[config.mk]
export PLATFORM = sky130hd
export DESIGN_NAME = match_ctrl
export DESIGN_NICKNAME = d
export VERILOG_FILES = /design/src/rtl/match_ctrl.sv
export SDC_FILE = /design/constraint.sdc
export NUM_CORES = 1
export LEC_CHECK = 0
export BUFFER_PORTS_ARGS = -buffer_cell sky130_fd_sc_hd__buf_2
export CAP_MARGIN = 20
export CORE_MARGIN = 8
export CORE_UTILIZATION = 49
export DETAILED_ROUTE_END_ITERATION = 7
export GPL_TIMING_DRIVEN = 0
export PLACE_DENSITY = 0.75
export SLEW_MARGIN = 20
export SYNTH_ARGS = -nofsm -noshare
export SYNTH_HDL_FRONTEND = slang
export SYNTH_SLANG_ARGS = --single-unit
[constraint.sdc]
create_clock -name clk -period 1.9 [get_ports clk]
set_clock_uncertainty 0.1 [all_clocks]
set_input_delay 0.38 -clock clk [delete_from_list [all_inputs] [get_ports clk]]
set_output_delay 0.38 -clock clk [all_outputs]
set_load 0.02 [all_outputs]
[src/rtl/match_ctrl.sv]
// match_ctrl -- two-player match sequencer for a paddle game.
//
// Controls the match flow IDLE -> SERVE -> PLAY -> (PAUSE) -> POINT -> SERVE/OVER.
// It keeps the score, times the pre-serve countdown and the post-point hold
// in frame ticks, launches the ball, and gates paddle move pulses.
//
// Parameters:
//   WIN_SCORE    points that win a match (1..15)
//   SERVE_FRAMES frame ticks counted down before each serve (1..255)
//   POINT_FRAMES frame ticks held after a scored point (1..255)
//
// Ports:
//   clk, rst          clock; asynchronous active-high reset
//   frame_tick        one-cycle pulse per video frame
//   start_key         start pulse (IDLE: begin match, OVER: back to IDLE)
//   pause_key         pause toggle pulse (PLAY <-> PAUSE)
//   key_in[3:0]       move pulses {P2 left, P2 right, P1 left, P1 right}
//   miss_bottom       ball passed the bottom paddle (point to P2)
//   miss_top          ball passed the top paddle (point to P1)
//   key_flag[3:0]     move pulses delayed one cycle, live only in SERVE/PLAY
//   ball_en           ball motion enable (PLAY only)
//   ball_serve        one-cycle relaunch pulse
//   serve_dir         0 toward bottom (P1), 1 toward top (P2)
//   score1, score2    player scores
//   state[2:0]        IDLE=0 SERVE=1 PLAY=2 PAUSE=3 POINT=4 OVER=5
//   winner[1:0]       00 none, 01 P1, 10 P2
module match_ctrl #(
  parameter int unsigned WIN_SCORE    = 7,
  parameter int unsigned SERVE_FRAMES = 60,
  parameter int unsigned POINT_FRAMES = 30
) (
  input  logic       clk,
  input  logic       rst,
  input  logic       frame_tick,
  input  logic       start_key,
  input  logic       pause_key,
  input  logic [3:0] key_in,
  input  logic       miss_bottom,
  input  logic       miss_top,
  output logic [3:0] key_flag,
  output logic       ball_en,
  output logic       ball_serve,
  output logic       serve_dir,
  output logic [3:0] score1,
  output logic [3:0] score2,
  output logic [2:0] state,
  output logic [1:0] winner
);

  typedef enum logic [2:0] {
    IDLE  = 3'd0,
    SERVE = 3'd1,
    PLAY  = 3'd2,
    PAUSE = 3'd3,
    POINT = 3'd4,
    OVER  = 3'd5
  } state_e;

  localparam logic [7:0] SERVE_CNT = 8'(SERVE_FRAMES);
  localparam logic [7:0] POINT_CNT = 8'(POINT_FRAMES);
  localparam logic [3:0] WIN       = 4'(WIN_SCORE);

  state_e     state_q, state_d;
  logic [7:0] cnt_q, cnt_d;
  logic [3:0] score1_q, score1_d;
  logic [3:0] score2_q, score2_d;
  logic [1:0] winner_q, winner_d;
  logic [3:0] key_flag_q, key_flag_d;
  logic       ball_en_q, ball_en_d;
  logic       ball_serve_q, ball_serve_d;
  logic       serve_dir_q, serve_dir_d;

  always_comb begin
    state_d      = state_q;
    cnt_d        = cnt_q;
    score1_d     = score1_q;
    score2_d     = score2_q;
    winner_d     = winner_q;
    serve_dir_d  = serve_dir_q;
    ball_serve_d = 1'b0;
    key_flag_d   = (state_q == SERVE || state_q == PLAY) ? key_in : '0;

    unique case (state_q)
      IDLE: begin
        score1_d = '0;
        score2_d = '0;
        if (start_key) begin
          state_d     = SERVE;
          cnt_d       = SERVE_CNT;
          serve_dir_d = 1'b0;
        end
      end
      SERVE: begin
        // The countdown is reloaded on the entry edge, so a tick on that
        // same edge never counts; the launch happens on the tick seen at 1.
        if (frame_tick) begin
          if (cnt_q == 8'd1) begin
            state_d      = PLAY;
            ball_serve_d = 1'b1;
          end else begin
            cnt_d = cnt_q - 8'd1;
          end
        end
      end
      PLAY: begin
        // A miss outranks a simultaneous pause, which is simply dropped.
        if (miss_bottom && miss_top) begin
          state_d = POINT;
          cnt_d   = POINT_CNT;
        end else if (miss_bottom) begin
          state_d     = POINT;
          cnt_d       = POINT_CNT;
          score2_d    = score2_q + 4'd1;
          serve_dir_d = 1'b0;
        end else if (miss_top) begin
          state_d     = POINT;
          cnt_d       = POINT_CNT;
          score1_d    = score1_q + 4'd1;
          serve_dir_d = 1'b1;
        end else if (pause_key) begin
          state_d = PAUSE;
        end
      end
      PAUSE: begin
        if (pause_key) state_d = PLAY;
      end
      POINT: begin
        if (frame_tick) begin
          if (cnt_q == 8'd1) begin
            if (score1_q == WIN || score2_q == WIN) begin
              state_d  = OVER;
              winner_d = (score1_q == WIN) ? 2'b01 : 2'b10;
            end else begin
              state_d = SERVE;
              cnt_d   = SERVE_CNT;
            end
          end else begin
            cnt_d = cnt_q - 8'd1;
          end
        end
      end
      OVER: begin
        if (start_key) begin
          state_d  = IDLE;
          score1_d = '0;
          score2_d = '0;
          winner_d = '0;
        end
      end
      default: state_d = IDLE;
    endcase

    ball_en_d = (state_d == PLAY);
  end

  always_ff @(posedge clk or posedge rst) begin
    if (rst) begin
      state_q      <= IDLE;
      cnt_q        <= '0;
      score1_q     <= '0;
      score2_q     <= '0;
      winner_q     <= '0;
      key_flag_q   <= '0;
      ball_en_q    <= 1'b0;
      ball_serve_q <= 1'b0;
      serve_dir_q  <= 1'b0;
    end else begin
      state_q      <= state_d;
      cnt_q        <= cnt_d;
      score1_q     <= score1_d;
      score2_q     <= score2_d;
      winner_q     <= winner_d;
      key_flag_q   <= key_flag_d;
      ball_en_q    <= ball_en_d;
      ball_serve_q <= ball_serve_d;
      serve_dir_q  <= serve_dir_d;
    end
  end

  assign state      = state_q;
  assign score1     = score1_q;
  assign score2     = score2_q;
  assign winner     = winner_q;
  assign key_flag   = key_flag_q;
  assign ball_en    = ball_en_q;
  assign ball_serve = ball_serve_q;
  assign serve_dir  = serve_dir_q;

endmodule

==> reports/results.ini, run 1 <==
[outcome]
status=complete, but fails checks
violations=negative hold slack, negative setup slack

[sta]
rsz0062_at_grt=yes
relSlewSlack_pct=61.0
finalMaxSlewViolations=0
setup_viol=10
fmax_ghz=0.465
fin_crit_sh_pct=113
max_slew.worst_pin.slew_ns=0.584
min_period_ns=2.15
fin_hold_ws_ns=-0.0251
finalHoldViolations=28
fin_ws_ns=-0.252

[worst_setup_path]
cp_num_cells=8
crit_type=reg -> reg
crit_buf_inv=2
r2r_setup_slack_ns=-0.25
critPathSlowestCell=or4b_4
crit_path_end_kind=flop
path_delay_family=compound AO/OA/AOI/OAI gates
cpPeakStageDelay_ns=0.51
start_kind=flop
reg2reg_depth=8
arrival_ns=2.31
crit_required_ns=2.06
worstPathCellList=inv_2 > ha_4 > or4b_4 > a2111oi_4 > o211ai_4 > buf_6 > o21ai_0 > o2bb2ai_1
path_max_fanout=5

[synth]
synth.avg_cell_area_um2=9.23
syn_nets=193
synth_compound_area_share_pct=20.7
synthTopCellsByArea=dfrtp_1, o21ai_0, nor2_1
yosys.area.top_type_share_pct=42.7
ys_warn_count=0
muxShareOfSynthArea_pct=1.83
yosysMostFrequentCell=dfrtp_1
seq_area_frac_synth_pct=42.7
yosys.area_share.adder_pct=3.05
yosys.area_share.simple_pct=26.2
synth_xor_area_share_pct=1.60
synth_flop_cell=dfrtp_1
synthArstFlopShare_pct=100
synth_top_family_by_area=simple AND/OR/NAND/NOR gates
ys_ff_latch=28
yosysTopAreaCell=dfrtp_1
ys_types=46
syn_inst=178
synth_edf_count=0
synth_common_cells=dfrtp_1, nor2_1, o21ai_0, nand2_1
synth_area_mm2=0.00164

[global_route]
grt_pass1_vias=1449
antenna_found_initial=0
grt_usage_pct=14.4
grt-ovfl-total=0
grt_pass1_wl_mm=6.35
grt_max_degree=29

[final_layout]
syn2layout_area_growth_pct=27.6
drive_gt1_share_pct=34.8
diodes=0
final_nets=237
utilization_pct=63.8
nFillCells=274

[routing]
dr.pass1.iters=6
drt-initial-drc-count=39
wl_mm=4.07
drc=0
routedWlPerCell_um=15.3
vias=1502
viasPerCell=5.63
ant_nets=0

[clock_network]
h-tree-depth=1
ctsHoldBuffers=0
clock_path_buffers=2
cts_sinks=28
cts_root_buf=clkbuf_4
cts-buffers-inserted=3
clkLatencyLatePin_ns=0.34
clk_pin_slew_ns=0.16
cts_tree=yes

[floorplanning]
die_w_um=73.9
core_area_mm2=0.00328
die-area_mm2=0.00546
initial_utilization_pct=50.0
die_y_um=73.9
io_pins=31
row_count=21

[placed_design]
globalplace.congestion=0.797
dp_hpwl_mm=2.75
io_buffers=30

[hold_path]
hp-class=in -> async

[power_and_ir_drop]
cellLeakagePower_nw=0.931
power.density_mw_per_mm2=1250
ir_drop_uv=701

[run]
maxCapViolCount=0

[where the power goes]
group	internal (W)	leakage [nW]	switching, W
combinational	0.000583	0.543	0.000773
sequential	0.000728	0.360	0.000135
clock	0.000214	0.0279	0.000186
[logic make-up after synthesis]
kind of cell	count (synthesis)
mux	3
compound gates	48
flops	28
fa+ha+maj	4
simple gates	77
xor+xnor	3
buf+inv	15
[layout by cell type, fill, tap and decap left out, types with 2 or more instances in the layout]
master,netlist,layout
nor3_1,5,4
xor2_1,2,2
nand2b_1,6,6
o21a_1,3,3
a21oi_2,0,3
o2bb2ai_1,3,3
buf_6,1,2
nor2_1,15,14
o21ai_0,15,12
inv_2,0,2
clkbuf_2,0,3
dfrtp_1,28,26
nor3b_2,1,4
buf_4,0,10
or2_2,2,2
a22oi_1,2,2
ha_1,4,3
and2_1,6,6
or3_1,4,3
inv_1,7,5
nand3b_1,3,3
o22ai_1,2,2
mux2i_1,3,3
buf_2,1,31
dfrtp_2,0,2
nand4b_1,2,2
nand2_1,14,13
o21ai_1,0,2
a21oi_1,10,7
nand3_1,10,10
clkbuf_4,0,3
[routing by layer]
layer / global-route usage, % / vias to the layer above / wire (um)
met5: 0 / - / 0
met4: 4.21 / 0 / 93
met3: 3.14 / 13 / 254
met2: 23.5 / 44 / 1980
met1: 18.5 / 720 / 1740
li1: - / 725 / -
[cell type report]
class / instances / area (um2) / share of cell area [%]
tap: 46 / 57.6 / 2.75
buffer: 6 / 35.0 / 1.67
sequential: 28 / 703 / 33.6
clock inverter: 1 / 30.0 / 1.43
inverter: 7 / 26.3 / 1.25
clock buffer: 3 / 22.5 / 1.07
multi-input combinational: 135 / 985 / 47.0
timing repair buffer: 41 / 236 / 11.3
[sequential cells by signal (all words and copies together), names as in the netlist]
name        cells
score1          4
cnt_q           8
ball_serve      1
winner          2
key_flag        4
state           3
ball_en         1
serve_dir       1
score2          4
[path summary, 6_finish.rpt]
check                           from          end
max                         cnt_q[1]     cnt_q[6]
min                              rst  key_flag[0]
max reg2reg                 cnt_q[1]     cnt_q[6]
min reg2reg                winner[1]    winner[1]
max in group asynchronous        rst     state[1]
min in group clk           key_in[2]  key_flag[2]
[stage by stage]
stage | area (um2) | setup TNS [ns] | worst slack (ns) | total power [W] | instances
finish | 2100 | -1.70 | -0.252 | 0.00262 | 267
floorplan | 1660 | -0.136 | -0.0441 | 0.00168 | 178
global placement | 1860 | -1.32 | -0.157 | 0.00195 | 254
detailed placement | 1860 | -1.58 | -0.185 | 0.00196 | 254
CTS | 1970 | -1.32 | -0.178 | 0.00243 | 264
global route | 2100 | -2.42 | -0.319 | 0.00279 | 267
[timing repair]
item                       4_1_cts  5_1_grt
buffers inserted                 6        4
pin swaps                        5        4
setup endpoints to repair       13       17
gates cloned                     0        1
gates resized for setup          4       24
Power figures use the tool's default switching activity.
==> run 2: changes to the inputs <==
Settings changed: SKIP_CTS_REPAIR_TIMING from default to 1.
==> run 2 against run 1 <==
Effect of this change:
- the run still ends with negative hold slack, negative setup slack left
- design area fell by 2.0%
- routed wire length is 5.8% lower
- combinational power decreased by 4%
- worst setup slack improved by 0.041 ns
- register-to-register slack gained 0.04 ns
- clock power about the same
- via count decreased by 2.1%
- sequential share of layout area rose by 0.70 points
- worst hold slack improved by 0.0013 ns
- first-iteration DRC count is 31% higher
- fmax grew 2.0%
- critical endpoint is now cnt_q[7]
==> reports/results.ini, run 2 (synthesized netlist as in run 1, its figures left out) <==
[final_layout]
diodes=0  ; unchanged
final_nets=234  ; -1.3%
mostFrequentLayoutCells=buf_2, dfrtp_1, nor2_1
top_register=cnt_q
drive_gt1_share_pct=33.0  ; -1.8 points
layout_commonest_cell=buf_2
largest_register_ff_count=8  ; unchanged
syn2layout_area_growth_pct=25.0
utilization_pct=62.5  ; -1.3 points

[worst_setup_path]
start_kind=flop
crit_type=reg -> reg
crit_path_end_kind=flop
crit_required_ns=2.07  ; about the same
arrival_ns=2.28  ; -0.03 ns
path_max_fanout=5  ; unchanged

[floorplanning]
io_pins=31  ; unchanged
die-area_mm2=0.00546  ; unchanged
row_count=21  ; unchanged
initial_utilization_pct=50.0  ; unchanged
die_w_um=73.9  ; unchanged
core_area_mm2=0.00328  ; unchanged
die_y_um=73.9  ; unchanged

[clock_network]
clkLatencyLatePin_ns=0.34  ; about the same
h-tree-depth=1  ; unchanged
cts_tree=yes
cts_sinks=28  ; unchanged
clock_path_buffers=2  ; unchanged
cts-buffers-inserted=3  ; unchanged
cts_root_buf=clkbuf_4
clk_pin_slew_ns=0.16  ; about the same

[routing]
vias=1471  ; -2.1%
drc=0  ; unchanged
routedWlPerCell_um=14.5  ; -4.7%
dr.pass1.iters=4  ; -2
viasPerCell=5.57  ; -0.95%
ant_nets=0  ; unchanged
wl_mm=3.84  ; -5.8%
drt-initial-drc-count=51  ; +31%

[placed_design]
io_buffers=30  ; unchanged
dp_hpwl_mm=2.75  ; unchanged
place_ws_ns=-0.185  ; unchanged
globalplace.congestion=0.797  ; unchanged

[global_route]
met1_usage_pct=18.7  ; +0.16 points
grt_pass1_wl_mm=6.27  ; -1.3%
grt_max_degree=29  ; unchanged
use_met2_pct=22.9  ; -0.68 points
grtUsageMet3_pct=3.14  ; unchanged
grt_pass1_vias=1413  ; -2.5%
antenna_found_initial=0  ; unchanged
grt-ovfl-total=0  ; unchanged
grt_usage_pct=14.3  ; -0.14 points
grt_most_used_layer=met2

[sta]
setup_viol=10  ; unchanged
finalHoldViolations=28  ; unchanged
min_period_ns=2.11  ; -0.0412 ns
fin_ws_ns=-0.211  ; +0.0412 ns
fin_hold_ws_ns=-0.0238  ; +0.00127 ns
fmax_ghz=0.474  ; +2.0%
rsz0062_at_grt=yes
finalMaxSlewViolations=0  ; unchanged
fin_crit_sh_pct=111  ; -2.2 points
relSlewSlack_pct=60.7  ; -0.32 points
max_slew.worst_pin.slew_ns=0.589  ; +0.00473 ns

[hold_path]
hp-class=in -> async

[outcome]
violations=negative hold slack, negative setup slack
status=complete, but fails checks

[run]
maxCapViolCount=0  ; unchanged

[power_and_ir_drop]
power.density_mw_per_mm2=1250  ; +0.12%
ir_drop_uv=718  ; +2.4%
cellLeakagePower_nw=0.910  ; -2.2%

## run 2: area by class of cell
type | count | area, um2
Fill cell | 277 | 1230
Sequential cell | 28 | 703
Timing Repair Buffer | 38 | 214
Inverter | 7 | 26.3
Buffer | 6 | 35.0
Clock buffer | 3 | 22.5
Tap cell | 46 | 57.6
Clock inverter | 1 | 30.0
Multi-Input combinational cell | 135 | 965
## run 2: through the flow
| stage | power, W | instance area (um2) | cells | hold slack [ns] | TNS (ns) |
|---|---|---|---|---|---|
| floorplan | 0.00168 | 1660 | 178 | 0.345 | -0.136 |
| global placement | 0.00195 | 1860 | 254 | 0.401 | -1.32 |
| detailed placement | 0.00196 | 1860 | 254 | 0.400 | -1.58 |
| CTS | 0.00235 | 1920 | 258 | 0.129 | -1.87 |
| global route | 0.00274 | 2050 | 264 | 0.0134 | -2.25 |
| finish | 0.00257 | 2050 | 264 | -0.0238 | -1.50 |
## run 2: final timing paths
path | start | end | slack [ns] | cells after the start
min | rst | key_flag[0] | -0.02 | 2
max reg2reg | cnt_q[1] | cnt_q[7] | -0.21 | 8
max | cnt_q[1] | cnt_q[7] | -0.21 | 8
min reg2reg | cnt_q[6] | cnt_q[6] | 0.43 | 1
min in group clk | key_in[2] | key_flag[2] | 0.13 | 2
max in group asynchronous | rst | state[1] | 1.31 | 2
## run 2: power breakdown
group	switching (W)	internal, W
registers	0.000136	0.000728
logic	0.000748	0.000556
clock network	0.000186	0.000214
## run 2: worst max-delay path, cell delays in order, from the launching register on
cell       delay (ns)
dfrtp_1          0.42
inv_2            0.08
ha_4             0.12
or4b_4           0.51
a2111oi_4        0.29
o211ai_4         0.15
buf_6            0.15
o21a_1           0.10
o22ai_2          0.13
## run 2: layer usage
metal  vias up  wire [um]
met5         -          0
met4         0         40
met3         5        258
met2        38       1810
met1       710       1730
li1        718          -
